### config.mk
export PLATFORM = sky130hd
export DESIGN_NAME = pipelined_multiplier_fu
export DESIGN_NICKNAME = d
export VERILOG_FILES = /design/src/rtl/pipelined_multiplier_fu.sv
export SDC_FILE = /design/constraint.sdc
export NUM_CORES = 2
export LEC_CHECK = 0
export ABC_CLOCK_PERIOD_IN_PS = 9800
export CORE_MARGIN = 8
export CORE_UTILIZATION = 35
export DETAILED_ROUTE_END_ITERATION = 12
export PLACE_DENSITY_LB_ADDON = 0.05
export SYNTH_ARGS = -nofsm -noshare
export SYNTH_HDL_FRONTEND = slang
export SYNTH_SLANG_ARGS = --single-unit
### constraint.sdc
create_clock -name clk -period 9.8 [get_ports clk]
set_input_delay 1.96 -clock clk [delete_from_list [all_inputs] [get_ports clk]]
set_output_delay 1.96 -clock clk [all_outputs]
set_load 0.05 [all_outputs]
### src/rtl/pipelined_multiplier_fu.sv
// pipelined_multiplier_fu: STAGES-deep signed/unsigned multiplier with valid/ready flow control.
// Optional accumulate (acc port, accumulator, final-stage adder) is built when MULT_FU_ACC_EN is defined.
module pipelined_multiplier_fu #(
  parameter int WIDTH     = 32,
  parameter int STAGES    = 3,
  parameter int OUT_WIDTH = 2 * WIDTH
) (
  input  logic                 clk,
  input  logic                 reset,
  input  logic                 on_off,
  input  logic                 in_valid,
  output logic                 in_ready,
  input  logic [WIDTH-1:0]     a,
  input  logic [WIDTH-1:0]     b,
  input  logic                 signed_mode,
`ifdef MULT_FU_ACC_EN
  input  logic                 acc,
`endif
  output logic                 ack,
  input  logic                 out_ready,
  output logic [OUT_WIDTH-1:0] c
);

  function automatic logic signed [OUT_WIDTH-1:0] op_ext(input logic [WIDTH-1:0] x,
                                                        input logic sgn);
    op_ext = sgn ? {{(OUT_WIDTH-WIDTH){x[WIDTH-1]}}, x} : {{(OUT_WIDTH-WIDTH){1'b0}}, x};
  endfunction

  function automatic logic signed [OUT_WIDTH-1:0] wrap_add(input logic signed [OUT_WIDTH-1:0] x,
                                                          input logic signed [OUT_WIDTH-1:0] y);
    wrap_add = x + y;
  endfunction

  logic                        stall;
  logic                        in_fire;
  logic                        flush;
  logic [STAGES-1:0]           vld_p;
  logic signed [OUT_WIDTH-1:0] data_p [STAGES];
  logic signed [OUT_WIDTH-1:0] op_a;
  logic signed [OUT_WIDTH-1:0] op_b;
  logic signed [OUT_WIDTH-1:0] prod;
  logic signed [OUT_WIDTH-1:0] last_in;
  logic signed [OUT_WIDTH-1:0] last_val;
  logic                        last_vld_in;

  assign stall    = vld_p[STAGES-1] && !out_ready;
  assign in_ready = on_off && !reset && !stall;
  assign in_fire  = in_valid && in_ready;
  assign flush    = reset || !on_off;

  // Operands extended to the full result width make the low OUT_WIDTH product bits exact in both modes
  assign op_a = op_ext(a, signed_mode);
  assign op_b = op_ext(b, signed_mode);
  assign prod = op_a * op_b;

  // Value entering the last stage: straight from the multiplier when there is only one stage
  generate
    if (STAGES == 1) begin : g_last_direct
      assign last_in     = prod;
      assign last_vld_in = in_fire;
    end else begin : g_last_piped
      assign last_in     = data_p[STAGES-2];
      assign last_vld_in = vld_p[STAGES-2];
    end
  endgenerate

`ifdef MULT_FU_ACC_EN
  logic signed [OUT_WIDTH-1:0] accum;
  logic                        acc_last;

  generate
    if (STAGES == 1) begin : g_acc_direct
      assign acc_last = acc;
    end else begin : g_acc_piped
      logic [STAGES-2:0] acc_p;
      always_ff @(posedge clk) begin
        if (flush) begin
          acc_p <= '0;
        end else if (!stall) begin
          acc_p[0] <= in_fire && acc;
          for (int s = 1; s <= STAGES-2; s++) acc_p[s] <= acc_p[s-1];
        end
      end
      assign acc_last = acc_p[STAGES-2];
    end
  endgenerate

  assign last_val = acc_last ? wrap_add(last_in, accum) : last_in;

  always_ff @(posedge clk) begin
    if (flush) begin
      accum <= '0;
    end else if (!stall && last_vld_in) begin
      accum <= last_val;
    end
  end
`else
  assign last_val = last_in;
`endif

  // Stage registers: bubbles carry zero data so c reads 0 whenever ack is low
  always_ff @(posedge clk) begin
    if (flush) begin
      vld_p <= '0;
      for (int s = 0; s < STAGES; s++) data_p[s] <= '0;
    end else if (!stall) begin
      vld_p[0]  <= in_fire;
      data_p[0] <= in_fire ? prod : '0;
      for (int s = 1; s < STAGES; s++) begin
        vld_p[s]  <= vld_p[s-1];
        data_p[s] <= data_p[s-1];
      end
      // Last stage takes the (possibly accumulated) value; overrides the plain shift above
      vld_p[STAGES-1]  <= last_vld_in;
      data_p[STAGES-1] <= last_vld_in ? last_val : '0;
    end
  end

  assign ack = vld_p[STAGES-1];
  assign c   = data_p[STAGES-1];

endmodule

==> flow_metrics.tcl <==
set metrics [dict create \
    outcome "finished, violations left" \
    violations "negative setup slack" \
    synth_top_cell_by_area "fa_1" \
    drt_pass1_iterations 5 \
    wl_mm 198 \
    synth_flop_cell "edfxtp_1" \
    place_area_um2 65000 \
    core_um2 158000 \
    cts_hold_buf 0 \
    yosysUniqueCellTypes 62 \
    critPathMaxFanout 4 \
    syn_area_um2 55700 \
    clock_skew_ns 0.0101 \
    grt_max_degree 113 \
    syn_avg_cell_area_um2 9.95 \
    path_class "in -> reg" \
    track_usage_pct 22.6 \
    clock_latency_ns 0.48 \
    port_buffers 135 \
    hold_ws_ns 0.451 \
    antenna_found_initial 17 \
    hold_violations 0 \
    drc 0 \
    via_per_inst 4.65 \
    via_count 39000 \
    critPathSlowestCell "fa_2" \
    chipHeight_um 415 \
    yosysSeqAreaShare_pct 10.5 \
    hp-class "reg -> reg" \
    post_drt_wl_per_cell_um 23.6 \
    die_area_um2 172000 \
    synth_fp_nets 7435 \
    required_ns 10.03 \
    layout.cells.non_filler 8390 \
    worst_ep_arrival_time_ns 10.13 \
    cts_tree "built" \
    placed_cells 8231 \
    final_nets 8143 \
    netlist_instances 5599 \
    fmax_ghz 0.101 \
    die_x_um 415 \
    cts_buffer_depth 3 \
    cts.sinks 195 \
    ant_nets 0 \
    io_pins 136 \
    path_buf_inv 11 \
    setup_viol_count_final 6 \
    tightest_slew_ns 1.02 \
    finalCriticalPeriod_ns 9.90 \
    synth_edf_count 192 \
    post-route-period-util_pct 101 \
    syn2layout_area_growth_pct 23.7 \
    fin_ws_ns -0.0992 \
    rows 146 \
    grt_overflow 0 \
    grt_pass1_vias 42500 \
    drv_slew 0 \
    final_cell_area_um2 68900 \
    worstSetupEndpointType "flip-flop" \
    critPathMaxStageDelay_ns 0.60 \
    clkTransAtPathRegs_ns 0.06 \
    grt_pass1_wl_mm 289 \
    drtIter0Drc 2733 \
    relSlewSlack_pct 32.0 \
    async_reset_ff_share_pct 0 \
    start_kind "input port" \
    rsz0062_at_grt "yes" \
    gp_congestion 0.880 \
    fillCellCount 15600 \
    ys_ff_latch 195 \
    dp_hpwl_mm 163 \
    fin_util_pct 43.6 \
    clock-root-buffer "clkbuf_16" \
    maxCapViolCount 0 \
    ys_warn_count 0 \
    path_delay_family "adder cells" \
    drive_gt1_share_pct 19.9 \
    cts_buffers 25 \
    floorplan.initialDensity_pct 35.2 \
    netlist.area_leader.share_pct 51.0 \
    synth_area_leaders "fa_1 51%, inv_1 10%, edfxtp_1 10%" \
    cts_htree_levels 4 \
]
==> synthesized netlist by cell type (all sizes together), types with 3 or more instances <==
cell type     n
a21boi        3
a41oi         4
dfxtp         3
nand2b        8
buf          13
xnor2        83
a221oi        5
nor2b         4
nand3         8
o21ai        34
fa         1420
edfxtp      192
nand2       507
and2        690
o31ai         3
nand3b        3
ha          346
o21bai       16
clkbuf      255
maj3          3
xor2         38
inv        1556
nor3         11
o211ai       10
a211oi        6
nor2         95
a31o          4
o21a         11
nand4        21
a31oi        11
a21oi        77
and3         95
a21o         38
a211o         3
==> cell families after synthesis <==
logic type                 after synthesis  share of synthesized area (%)
and+or+nand+nor                       1453                           13.6
adders and majority gates             1769                           58.9
muxes                                    2                         0.0359
buffers and inverters                 1825                           12.3
AOI/OAI and AO/OA                      234                           2.83
DFF                                    195                           10.5
xor gates and xnor gates               121                           1.90
==> layout by cell type (no fill, tap or decap), types with 29 or more instances in the layout <==
master and instances:
fa_2 119, a21oi_1 50, buf_4 632, ha_1 316, clkdlybuf4s50_1 77, inv_1 1479
clkbuf_16 36, inv_2 71, and2_1 668, edfxtp_1 192, buf_6 53, a21o_1 38
fa_1 1301, ha_4 29, and3_1 90, nand2_1 485, nor2_1 87, xor2_1 38
xnor2_1 78, buf_12 98
==> routing by layer <==
metal / wire length (µm) / part of all wire, % / global-route usage, %
met5: 0 / 0 / 0
met4: 4350 / 2.2 / 3.46
met3: 12000 / 6.1 / 3.31
met2: 85100 / 43 / 34.5
met1: 96500 / 49 / 34.6
==> sequential cells by signal, indices dropped and copies added (netlist names) <==
register / cells
vld_p: 3
data_p: 192
==> final cells by class <==
| type | count | area [µm²] | area share (%) |
|---|---|---|---|
| clock buffers | 27 | 643 | 0.933 |
| multi-input cells | 3579 | 44300 | 64.3 |
| well taps | 2072 | 2590 | 3.76 |
| repair buffers | 949 | 9550 | 13.9 |
| clock inverters | 5 | 73.8 | 0.107 |
| inverters | 1557 | 5870 | 8.51 |
| diodes | 6 | 15.0 | 0.0218 |
| flip-flops and latches | 195 | 5830 | 8.45 |
==> per-stage QoR <==
stage                     setup TNS, ns  setup WS (ns)
after floorplan                  -0.261        -0.0782
after global placement           -35.89          -1.43
after detailed placement         -38.30          -1.51
after CTS                        -0.217        -0.0828
after global routing              -2.99         -0.265
final                            -0.401        -0.0992
==> worst register-to-register path, delay by kind of cell, from the launching register on <==
family / cells / cell delay (ns)
simple gates: 5 / 1.54
buf+inv: 2 / 0.84
flops: 1 / 0.32
==> final timing paths <==
| check | startpoint | to | slack, ns | cells past startpoint |
|---|---|---|---|---|
| worst max-delay path | b[7] | data_p[0][59] | -0.1 | 32 |
| worst min-delay path | vld_p[0] | vld_p[0] | 0.45 | 2 |
| worst max register to register | vld_p[2] | data_p[0][58] | 6.98 | 7 |
| worst min register to register | vld_p[0] | vld_p[0] | 0.45 | 2 |
==> what timing repair did <==
| item | CTS | global route |
|---|---|---|
| setup endpoints to repair | 32 | 29 |
| gates cloned | 25 | 11 |
| buffers inserted | 45 | 47 |
| endpoints found under the hold margin | 0 | 0 |
| gates resized for setup | 391 | 264 |
| pin swaps | 145 | 245 |
Power is not shown: default switching activity piles up to over one toggle a cycle in this logic, so the estimate is an artifact.
==> variant: new RTL, same settings <==
The parameter `WIDTH` goes from 32 to 16.
--- a/src/rtl/pipelined_multiplier_fu.sv
+++ b/src/rtl/pipelined_multiplier_fu.sv
@@ -2,5 +2,5 @@
 // Optional accumulate (acc port, accumulator, final-stage adder) is built when MULT_FU_ACC_EN is defined.
 module pipelined_multiplier_fu #(
-  parameter int WIDTH     = 32,
+  parameter int WIDTH     = 16,
   parameter int STAGES    = 3,
   parameter int OUT_WIDTH = 2 * WIDTH
Ports: changed (resized a, b and c); port bits go from 136 to 72. The function was not compared with the original's and may differ.
==> variant against the unedited design <==
  * Maximum frequency rose by 7.9%
  * Synthesized area is 70% lower
  * Register-to-register slack better by 0.60 ns
  * Cell count down 73%
  * Wire length decreased by 79%
  * Final area shrank 73%
  * Highest routed layer unchanged
  * Setup slack improved by 0.72 ns
  * Critical endpoint is now data_p[0][31]
  * Sequential cell count decreased by 96
  * Die area shrank 68%
  * Worst hold slack improved by 0.0032 ns
  * Critical path type unchanged
  * Clock skew down 0.0032 ns
Power is not shown: default switching activity piles up to over one toggle a cycle in this logic, so the estimate is an artifact.
==> variant: results (changes against the unedited design) <==
metric,value,unit,change
Largest regs,"data_p x96, vld_p x3",,
worst-path fanout max,10,,+6
vias in the first global route,11900,,-72%
Tot GR Track Use,0.159,,-0.0668
highest-delay cell along the critical path,clkdlybuf4s50_1,,
RR Endpoint,data_p[0][21],,
initial antenna violation count,1,,-16
Rel. slew slack,0.353,,+0.0321
"CTS clk-pin slew, worst paths",0.07,ns,
GP Congestion,0.796,,-9.6%
first-pass iteration count of the detailed router,4,,-1
layout cell share with drive strength beyond 1,0.0480,,-0.151
"EDFF count, synth",96,,-50%
worst hold path class,flop to flop,,
Area contributors post-synth,"fa_1, edfxtp_1, ha_1",,
critical path's top delay family,adder cells,,
Fillers,4725,,-70%
Crit path largest cell delay,0.74,ns,+0.14 ns
Post-Syn Nets,2134,,-71%
first-pass GRT wire length,68.9,mm,-76%
antenna fix cells,0,,-6
Hold Startpoint,vld_p[0],,
I/O Buffers,71,,-47%
largest net degree at the start of global routing,74,,-35%
post_cts resized,0,,-100%
Final Skew,0.00695,ns,-0.00319 ns
via count,10800,,-72%
ys async rst share,0,,unchanged
cell depth of the worst flop-to-flop path,6,,-1
CTS Buf Count,9,,-64%
drt wl/cell,18.4,um,-22%
WP data arrival,9.27,ns,-0.86 ns
clk root buf,clkbuf_16,,
unique cell type count in the Yosys netlist,58,,-6.5%
synth warn,0,,unchanged
postcts setup bufs,0,,-100%
Reg-to-Reg Start,vld_p[2],,
r2r setup slk,7.58,ns,+0.60 ns
clk buf depth,2,,-1
Final #Nets,2199,,-73%
status,"finished, final reports clean",,
hold depth,2,,unchanged
post-DP HPWL,36.5,mm,-78%
top_reg_cell synth,edfxtp_1,,
Post-synth top cells,"inv_1, fa_1, and2_1, ha_1, nand2_1",,
sequential cell area fraction in the yosys report,0.175,,+0.0705
end of the worst hold path,vld_p[0],,
initial drt markers,520,,-81%
H-Tree Depth,3,,-1
Skew-Pair Late Insertion Delay,0.34,ns,-0.14 ns
[variant: cell types whose count changed in the layout (fill, tap and decap cells not counted), moves of 119 or more]
cell	unedited run	this run
and2_1	668	227
buf_4	632	45
fa_1	1301	333
fa_2	119	0
ha_1	316	145
inv_1	1479	350
nand2_1	485	101
[variant: cells by family (layout without fill, tap and decap cells)]
kind of cell    count (synthesis)  count (layout)  synth area share
compound gates                 99              99            0.0396
xor+xnor                       64              64            0.0354
fa+ha+maj                     478             478             0.505
buf+inv                       413             483            0.0925
flops                          99              99             0.175
mux                             1               1          0.000596
simple gates                  464             464             0.152
[variant: cell type report]
class                   count  area, sq um  share of cell area
inverters                 351         1320              0.0707
flip-flops and latches     99         2940               0.158
well taps                 615          769              0.0412
clock inverters             3         23.8             0.00127
repair buffers            116         1050              0.0561
clock buffers              13          260              0.0139
multi-input cells        1106        12300               0.659
[variant: worst max-delay path by stage]
stage                           start  depth (start not counted)             to  slack, ns
after floorplan           signed_mode                         26  data_p[0][31]       0.97
after global placement          a[15]                         25  data_p[0][31]       0.40
after detailed placement         b[2]                         24  data_p[0][31]       0.23
after CTS                        b[2]                         24  data_p[0][31]       0.60
after global routing             b[2]                         24  data_p[0][31]       0.26
final                            b[2]                         24  data_p[0][31]       0.62
[variant: stage by stage]
step	cell area (sq um)	hold WS (ns)	setup slack, ns	instances	util
global placement	18400	0.432	0.401	2287	0.387
global route	18700	0.473	0.262	2303	0.393
finish	18700	0.454	0.624	2303	0.393
floorplan	16800	0.423	0.969	1618	-
CTS	18700	0.457	0.605	2303	0.393
detailed placement	18400	0.446	0.230	2287	0.387
[variant: per-layer routing]
layer,routed length (um),track usage
met5,0,0
met4,854,0.0326
met3,792,0.0132
met2,23000,0.292
met1,17800,0.202
[variant: worst reg2reg max path: stages (launching register included)]
cell,delay [ns]
dfxtp_1,0.31
nor2b_1,0.16
nor2_4,0.10
buf_4,0.49
and2_1,0.64
a41oi_1,0.19
o211ai_1,0.15
